## src/rtl/imem_loader.sv

```systemverilog
// -----------------------------------------------------------------------------
// imem_loader
//
// Writer side of the instruction memory read by the fetch stage. A byte stream
// arrives over a valid/ready handshake. The loader packs it MSB-first into
// 32-bit words and writes them to word addresses 0..N-1. A trailing 4-byte
// XOR checksum is compared against the XOR of all written words. The CPU is
// held in reset until a load completes with a matching checksum.
//
// Ports:
//   clk         rising-edge clock
//   rst         asynchronous active-high reset
//   start       one-cycle pulse, begins a load (honoured in IDLE or DONE only)
//   word_count  program length in words, legal 1..2^ADDR_W, sampled with start
//   byte_i      stream byte
//   byte_valid  byte_i is valid
//   byte_ready  loader accepts a byte this cycle
//   mem_we      instruction memory write strobe, one cycle per word
//   mem_addr    word address for the write
//   mem_wdata   word to write
//   cpu_hold    CPU reset; high holds the fetch PC at 0
//   busy        load in progress
//   done        load finished (success or failure), level
//   err         bad word_count or checksum mismatch, level
// -----------------------------------------------------------------------------
module imem_loader #(
  parameter int ADDR_W = 8,
  parameter int DATA_W = 32
) (
  input  logic              clk,
  input  logic              rst,
  input  logic              start,
  input  logic [ADDR_W:0]   word_count,
  input  logic [7:0]        byte_i,
  input  logic              byte_valid,
  output logic              byte_ready,
  output logic              mem_we,
  output logic [ADDR_W-1:0] mem_addr,
  output logic [DATA_W-1:0] mem_wdata,
  output logic              cpu_hold,
  output logic              busy,
  output logic              done,
  output logic              err
);

  typedef enum logic [2:0] {
    IDLE  = 3'd0,
    LOAD  = 3'd1,
    WRITE = 3'd2,
    CSUM  = 3'd3,
    DONE  = 3'd4
  } state_t;

  // Largest legal word_count: one word per memory entry.
  localparam logic [ADDR_W:0] DEPTH = {1'b1, {ADDR_W{1'b0}}};

  state_t              state;
  logic [1:0]          byte_cnt;   // bytes received in the current word
  logic [ADDR_W-1:0]   word_idx;   // address of the word being assembled
  logic [ADDR_W-1:0]   last_idx;   // word_count - 1, latched at start
  logic [DATA_W-1:0]   shift;      // MSB-first assembly register
  logic [DATA_W-1:0]   acc;        // XOR of all words written so far
  logic [DATA_W-1:0]   next_word;  // assembly register including this byte
  logic                xfer;
  logic                count_ok;

  assign next_word = {shift[DATA_W-9:0], byte_i};
  // byte_ready is registered and high only in LOAD/CSUM, so it alone gates
  // the handshake; bytes offered in any other state are left for the source.
  assign xfer      = byte_valid && byte_ready;
  assign count_ok  = (word_count != '0) && (word_count <= DEPTH);

  // NOTE: all state and outputs are updated with non-blocking assignments so
  // every register samples pre-edge values, exactly like the flops it models.
  always_ff @(posedge clk or posedge rst) begin
    if (rst) begin
      state      <= IDLE;
      byte_ready <= 1'b0;
      mem_we     <= 1'b0;
      mem_addr   <= '0;
      mem_wdata  <= '0;
      cpu_hold   <= 1'b1;
      busy       <= 1'b0;
      done       <= 1'b0;
      err        <= 1'b0;
      byte_cnt   <= '0;
      word_idx   <= '0;
      last_idx   <= '0;
      shift      <= '0;
      acc        <= '0;
    end else begin
      // Write strobe is a single-cycle pulse; only LOAD re-arms it.
      mem_we <= 1'b0;

      case (state)
        IDLE, DONE: begin
          if (start) begin
            if (count_ok) begin
              last_idx   <= ADDR_W'(word_count - 1'b1);
              acc        <= '0;
              shift      <= '0;
              byte_cnt   <= '0;
              word_idx   <= '0;
              done       <= 1'b0;
              err        <= 1'b0;
              cpu_hold   <= 1'b1;
              busy       <= 1'b1;
              byte_ready <= 1'b1;
              state      <= LOAD;
            end else begin
              // Rejected length: report failure, keep the CPU held, stay put.
              err      <= 1'b1;
              done     <= 1'b1;
              cpu_hold <= 1'b1;
            end
          end
        end

        LOAD: begin
          if (xfer) begin
            shift    <= next_word;
            byte_cnt <= byte_cnt + 2'd1;
            if (byte_cnt == 2'd3) begin
              // Present the finished word during the WRITE cycle.
              byte_ready <= 1'b0;
              mem_we     <= 1'b1;
              mem_wdata  <= next_word;
              mem_addr   <= word_idx;
              state      <= WRITE;
            end
          end
        end

        WRITE: begin
          acc        <= acc ^ mem_wdata;
          word_idx   <= word_idx + ADDR_W'(1);
          byte_ready <= 1'b1;
          // word_count <= DEPTH, so last_idx is reached before word_idx wraps.
          state      <= (word_idx == last_idx) ? CSUM : LOAD;
        end

        CSUM: begin
          if (xfer) begin
            shift    <= next_word;
            byte_cnt <= byte_cnt + 2'd1;
            if (byte_cnt == 2'd3) begin
              byte_ready <= 1'b0;
              busy       <= 1'b0;
              done       <= 1'b1;
              err        <= (next_word != acc);
              cpu_hold   <= (next_word != acc);
              state      <= DONE;
            end
          end
        end

        default: begin
          byte_ready <= 1'b0;
          busy       <= 1'b0;
          state      <= IDLE;
        end
      endcase
    end
  end

endmodule

```

## config.mk

```make
export PLATFORM = sky130hd
export DESIGN_NAME = imem_loader
export DESIGN_NICKNAME = d
export VERILOG_FILES = /design/src/rtl/imem_loader.sv
export SDC_FILE = /design/constraint.sdc
export NUM_CORES = 1
export LEC_CHECK = 0
export BUFFER_PORTS_ARGS = -buffer_cell sky130_fd_sc_hd__buf_2
export CORE_ASPECT_RATIO = 0.5
export CORE_MARGIN = 1
export CORE_UTILIZATION = 50
export CTS_CLUSTER_SIZE = 8
export DETAILED_ROUTE_END_ITERATION = 7
export GPL_TIMING_DRIVEN = 0
export PLACE_DENSITY = 0.7
export SLEW_MARGIN = 5
export SYNTH_ARGS = -nofsm -noshare
export SYNTH_HDL_FRONTEND = slang
export SYNTH_SLANG_ARGS = --single-unit
export TNS_END_PERCENT = 1
```

## constraint.sdc

```tcl
create_clock -name clk -period 10.8 [get_ports clk]
set_input_delay 2.16 -clock clk [delete_from_list [all_inputs] [get_ports clk]]
set_output_delay 2.16 -clock clk [all_outputs]
set_load 0.005 [all_outputs]
```

# After elaboration in Yosys (flattened, before gate mapping)
# Index checks and enable logic that the tools add are counted.
dict set report totals {
  word_cells 92
  ram_bits 0
  output_inout_bits 46
  inputBits 21
  latchBits 0
  n_memories 0
  regBits 123
  romBits 0
}
dict set report op_classes {
  multipliers 0
  magnitude_cmp 1
  div 0
  bitwise 2
  n_eq_ne 15
  shifts 0
  mux 39
  add_sub_neg 3
  n_reduce_logical 18
}
# op n
set ops {}
lappend ops {{$mux W32} 2}
lappend ops {{$pmux W32 S2} 1}
lappend ops {{$pmux W24 S2} 1}
lappend ops {{$ne A32 B32 Y1} 1}
lappend ops {{$xor A32 B32 Y32} 1}
lappend ops {{$mux W24} 1}
lappend ops {{$mux W3} 6}
lappend ops {{$mux W8} 2}
lappend ops {{$pmux W8 S2} 1}
lappend ops {{$mux W1} 14}
lappend ops {{$ne A2 B2 Y1 const B} 6}
lappend ops {{$pmux W3 S4} 1}
lappend ops {{$reduce_and A4 Y1} 3}
lappend ops {{$le A9 B9 Y1 const B} 1}
lappend ops {{$reduce_and A3 Y1} 3}
lappend ops {{$reduce_bool A9 Y1} 1}
lappend ops {{$add A8 B1 Y8 const B} 1}
lappend ops {{$eq A8 B8 Y1} 1}
lappend ops {{$mux W2} 4}
lappend ops {{$sub A8 B1 Y8 const B} 1}
lappend ops {{$eq A3 B2 Y1 const B} 2}
lappend ops {{$pmux W1 S2} 3}
lappend ops {{$pmux W1 S3} 2}
lappend ops {{$reduce_and A6 Y1} 1}
lappend ops {{other kinds (12)} 18}

# Longest topological paths before layout
dict set report logic_depth {
  word_depth 5
  ltp_mapped 9
  depth_no_buf 7
}

# Least setup slack after synthesis
# OpenSTA, ideal clock, no wires.
dict set report synth_timing {
  path_kind {input to register}
  start {input word_count[3]}
  end {register acc[4]}
  n_path_buf 1
  setup_ns 0.118
  slack_ns 6.924
  t_arrival_ns 3.757
  cell_stages 6
  cell_sequence {or4_4 -> o31a_1 -> o31ai_4 -> buf_6 -> o21ai_0 -> a21o_1}
}
dict set report synth_via {
  elab_chain_len 4
}
# item line
set synth_rtl {}
lappend synth_rtl {{start, declared} 33} ;# input logic [ADDR_W:0] word_count,
lappend synth_rtl {{$le A9 B9 Y1 / $reduce_bool A9 Y1 (equally long branches)} 71} ;# assign count_ok = (word_count != '0) && (word_count <= DEPTH);
lappend synth_rtl {{$logic_and A1 B1 Y1 *} 71}
lappend synth_rtl {{$ne A2 B2 Y1 (no line) *} -}
lappend synth_rtl {{$reduce_and A3 Y1 (no line) *} -}
lappend synth_rtl {{end signal, assigned} 135} ;# acc <= acc ^ mem_wdata;
lappend synth_rtl {{end, declared} 62} ;# logic [DATA_W-1:0] acc;
# Mark *: on every way between the ends. The rest lies on a longest branch, timed or not.
# A chain may end at the register's enable or synchronous reset.

# Worst setup path after layout
dict set report layout_timing {
  start {input word_count[3]}
  end {register word_idx[3]}
}
dict set report layout_via {
  elab_chain_len 4
}
# item line
set layout_rtl {}
lappend layout_rtl {{$le A9 B9 Y1 / $reduce_bool A9 Y1 (equally long branches)} 71}
lappend layout_rtl {{$logic_and A1 B1 Y1 *} 71}
lappend layout_rtl {{$ne A2 B2 Y1 (no line) *} -}
lappend layout_rtl {{$reduce_and A3 Y1 (no line) *} -}
lappend layout_rtl {{end signal, assigned} 136} ;# word_idx <= word_idx + ADDR_W'(1);
lappend layout_rtl {{end, declared} 59} ;# logic [ADDR_W-1:0] word_idx;
# Marked as above.

==> flow_summary.json <==
{
  "dpl_cell_area_sq_um": 6261,
  "required_ns": 11.06,
  "clock_latency_ns": 0.42,
  "grt_pass1_vias": 4746,
  "path_cells": "buf_2, or4_4, o31a_1, nor3_1, buf_4, buf_2, o22ai_1",
  "portBuffers": 66,
  "clock_path_buffers": 2,
  "fp.dieW_microns": 153.2,
  "area_delta_synth_final_pct": 20.46,
  "synth_compound_area_share_pct": 12.83,
  "fin_setup_tns_ns": 0,
  "cts_buffers": 17,
  "cp_common_cell": "buf_2",
  "postCtsHoldBufs": 0,
  "core-area_sq_um": 11050,
  "routabilityCongestion": 0.8833,
  "cpPeakStageDelay_ns": 0.55,
  "cts.htree.levels": 4,
  "cp_max_fo": 10,
  "p_sw_share_pct": 34.61,
  "finalMaxSlewViolations": 0,
  "rsz0062_at_grt": "no",
  "critPathArrivalTime_ns": 4.12,
  "die_area_sq_um": 11890,
  "synth_area_leaders": "dfrtp_1 (53%), nand2_1 (12%), o21ai_0 (5.2%)",
  "drive_gt1_share_pct": 15.47,
  "worst_slew_pin_slew_ns": 0.7746,
  "pwr-share-comb_pct": 27.2,
  "cts_setup_buffers": 0,
  "p_sw_mw": 0.6748,
  "critPathSlowestCell": "or4_4",
  "stdcell_area_sq_um": 6887,
  "avgSynthCellArea_sq_um": 9.311,
  "num_io_pins": 67,
  "synthMuxAreaShare_pct": 0.1751,
  "route.antenna.remaining_nets": 0,
  "diodes": 0,
  "yosysTopAreaCell": "dfrtp_1",
  "period_share_pct": 35.71,
  "period_minus_slack_ns": 3.857,
  "vias": 4829,
  "drt_pass1_iterations": 7,
  "grt_start_max_net_pins": 85,
  "drt_iter0_drc": 361,
  "maxClockFrequency_mhz": 259.3,
  "die_h_microns": 77.61,
  "setup_viol": 0,
  "synth_top_family_by_area": "simple AND/OR/NAND/NOR gates",
  "fin_skew_ns": 0.01048,
  "drc": 2,
  "gr-total-overflow": 0,
  "fp-row-count": 27,
  "hpwl_microns": 10370,
  "yosys.area.top_type_share_pct": 53.40,
  "maxCapViolCount": 0,
  "min_path_type": "reg2reg",
  "netlist_area_sq_um": 5717,
  "powerDensity_nw_per_um2": 283.1,
  "viasPerCell": 5.641,
  "cts_tree": "yes",
  "seq_area_frac_synth_pct": 53.86,
  "synth_fa_ha_area_share_pct": 0.6566,
  "fin_nets": 724,
  "cts.sinks": 123,
  "p_int_mw": 1.275,
  "status": "finished with violations",
  "antenna_found_initial": 0,
  "path_delay_family": "simple AND/OR/NAND/NOR gates",
  "synthCells": 614,
  "end_kind": "flop",
  "grt_pass1_wl_microns": 25140,
  "clockPowerShare_pct": 31.3,
  "wire_per_inst_microns": 17.97,
  "cp-start-kind": "input pin",
  "yosysWarnings": 0,
  "peakVddDrop_uv": 134.8,
  "synth-xor-area-share_pct": 7.201,
  "path_buf_inv": 3,
  "failed_checks": "DRC",
  "syn_nets": 638,
  "finalHoldViolCount": 0,
  "maxSlewHeadroom_pct": 47.81,
  "synth.distinct_cells": 40,
  "start_util_pct": 51.75,
  "seqPwrFrac_pct": 41.5,
  "grt_usage_pct": 28.07,
  "cts-root-buf": "clkbuf_16",
  "path_class": "in2reg",
  "yosys.area_share.simple_pct": 21.95,
  "ys_ff_latch": 123,
  "clk_pin_slew_ns": 0.06,
  "cts_resized": 0,
  "routed_wl_microns": 15390,
  "leakagePower_nw": 3.657
}
[per-layer routing]
layer	global-route usage [%]	up-vias	wire, microns
met2	41.87	175	6724
met3	8.436	20	1121
met4	7.778	0	246
met5	0	-	0
li1	-	2224	-
met1	39.70	2410	7292
[power groups by stage]
stage / Sequential, mW / Clock [mW] / Combinational [mW]
6_report: 0.809 / 0.611 / 0.530
5_1_grt: 0.832 / 0.636 / 0.594
4_1_cts: 0.806 / 0.613 / 0.530
3_5_place_dp: 0.810 / 0 / 0.522
3_3_place_gp: 0.803 / 0 / 0.506
2_1_floorplan: 0.770 / 0 / 0.342
[per-stage QoR]
step / worst slack (ns) / util (%) / hold WS (ns) / total power [mW] / std cells
global route: 6.838 / 62.34 / 0.5027 / 2.062 / 856
global placement: 3.831 / 56.38 / 0.4542 / 1.310 / 825
floorplan: 5.371 / - / 0.4682 / 1.112 / 614
finish: 6.943 / 62.34 / 0.4722 / 1.950 / 856
CTS: 6.966 / 62.34 / 0.4762 / 1.949 / 856
detailed placement: 6.552 / 56.68 / 0.4579 / 1.331 / 826
[sequential cells by signal (all words and copies together) (netlist names), 2 cells and up]
name / count
shift: 24
mem_wdata: 32
last_idx: 8
acc: 32
word_idx: 8
byte_cnt: 2
mem_addr: 8
state: 3
[synth_stat cells (all sizes together)]
master / number
nand2: 186
dfrtp: 122
o21ai: 66
a21o: 36
xor2: 32
nor2: 27
nor3b: 26
clkbuf: 25
xnor2: 15
nor4: 9
buf: 8
a21oi: 7
inv: 7
nand3: 6
and3: 5
nor3: 5
nand4: 4
ha: 3
nand2b: 3
o22ai: 3
a21boi: 2
nand3b: 2
nor2b: 2
or4: 2
a31o: 1
a31oi: 1
and2: 1
dfstp: 1
mux2i: 1
o311ai: 1
o31a: 1
o31ai: 1
o32a: 1
or3: 1
or3b: 1
[placed cells by master, fill, tap and decap left out, types with 17 or more instances in the layout]
master     Yosys  routed
a21o_1        36      36
buf_2          2      68
clkbuf_1      25      27
clkbuf_16      0      17
dfrtp_1      122     122
nand2_1      186     186
nor2_1        27      27
nor3b_1       26      26
o21ai_0       59      59
xor2_1        32      32
[worst register-to-register path: cells and delay by family, from the launching register on]
kind                     cells  cell delay, ns
buffers and inverters        3            0.93
AND/OR/NAND/NOR              4            0.76
flip-flops                   1            0.37
adder cells (fa/ha/maj)      1            0.22
[area by class of cell]
type / instances / area (sq um)
clock buffers: 23 / 488.0
fillers: 936 / 4160
multi-input cells: 451 / 2447
plain buffers: 33 / 163.9
flip-flops and latches: 123 / 3079
repair buffers: 67 / 357.8
well taps: 145 / 181.4
inverters: 7 / 31.28
clock inverters: 7 / 137.6
[kinds of logic (layout without fill, tap and decap cells)]
family | Yosys count | count (layout)
muxes | 1 | 1
DFF | 123 | 123
adders and majority gates | 3 | 3
xor gates and xnor gates | 47 | 47
buffers and inverters | 40 | 137
and+or+nand+nor | 280 | 280
AOI/OAI and AO/OA | 120 | 120
[final timing paths]
path / from / endpoint / slack, ns / cells after the start
worst max register to register: byte_cnt[0] / mem_wdata[9] / 8.46 / 8
worst max-delay path: word_count[3] / word_idx[3] / 6.94 / 7
worst min register to register: mem_addr[2] / mem_addr[2] / 0.47 / 2
max in group asynchronous: rst / cpu_hold / 8.28 / 3
worst min-delay path: mem_addr[2] / mem_addr[2] / 0.47 / 2
min in group asynchronous: rst / mem_wdata[30] / 1.74 / 2
No activity file was read; power rests on OpenSTA's default activity.
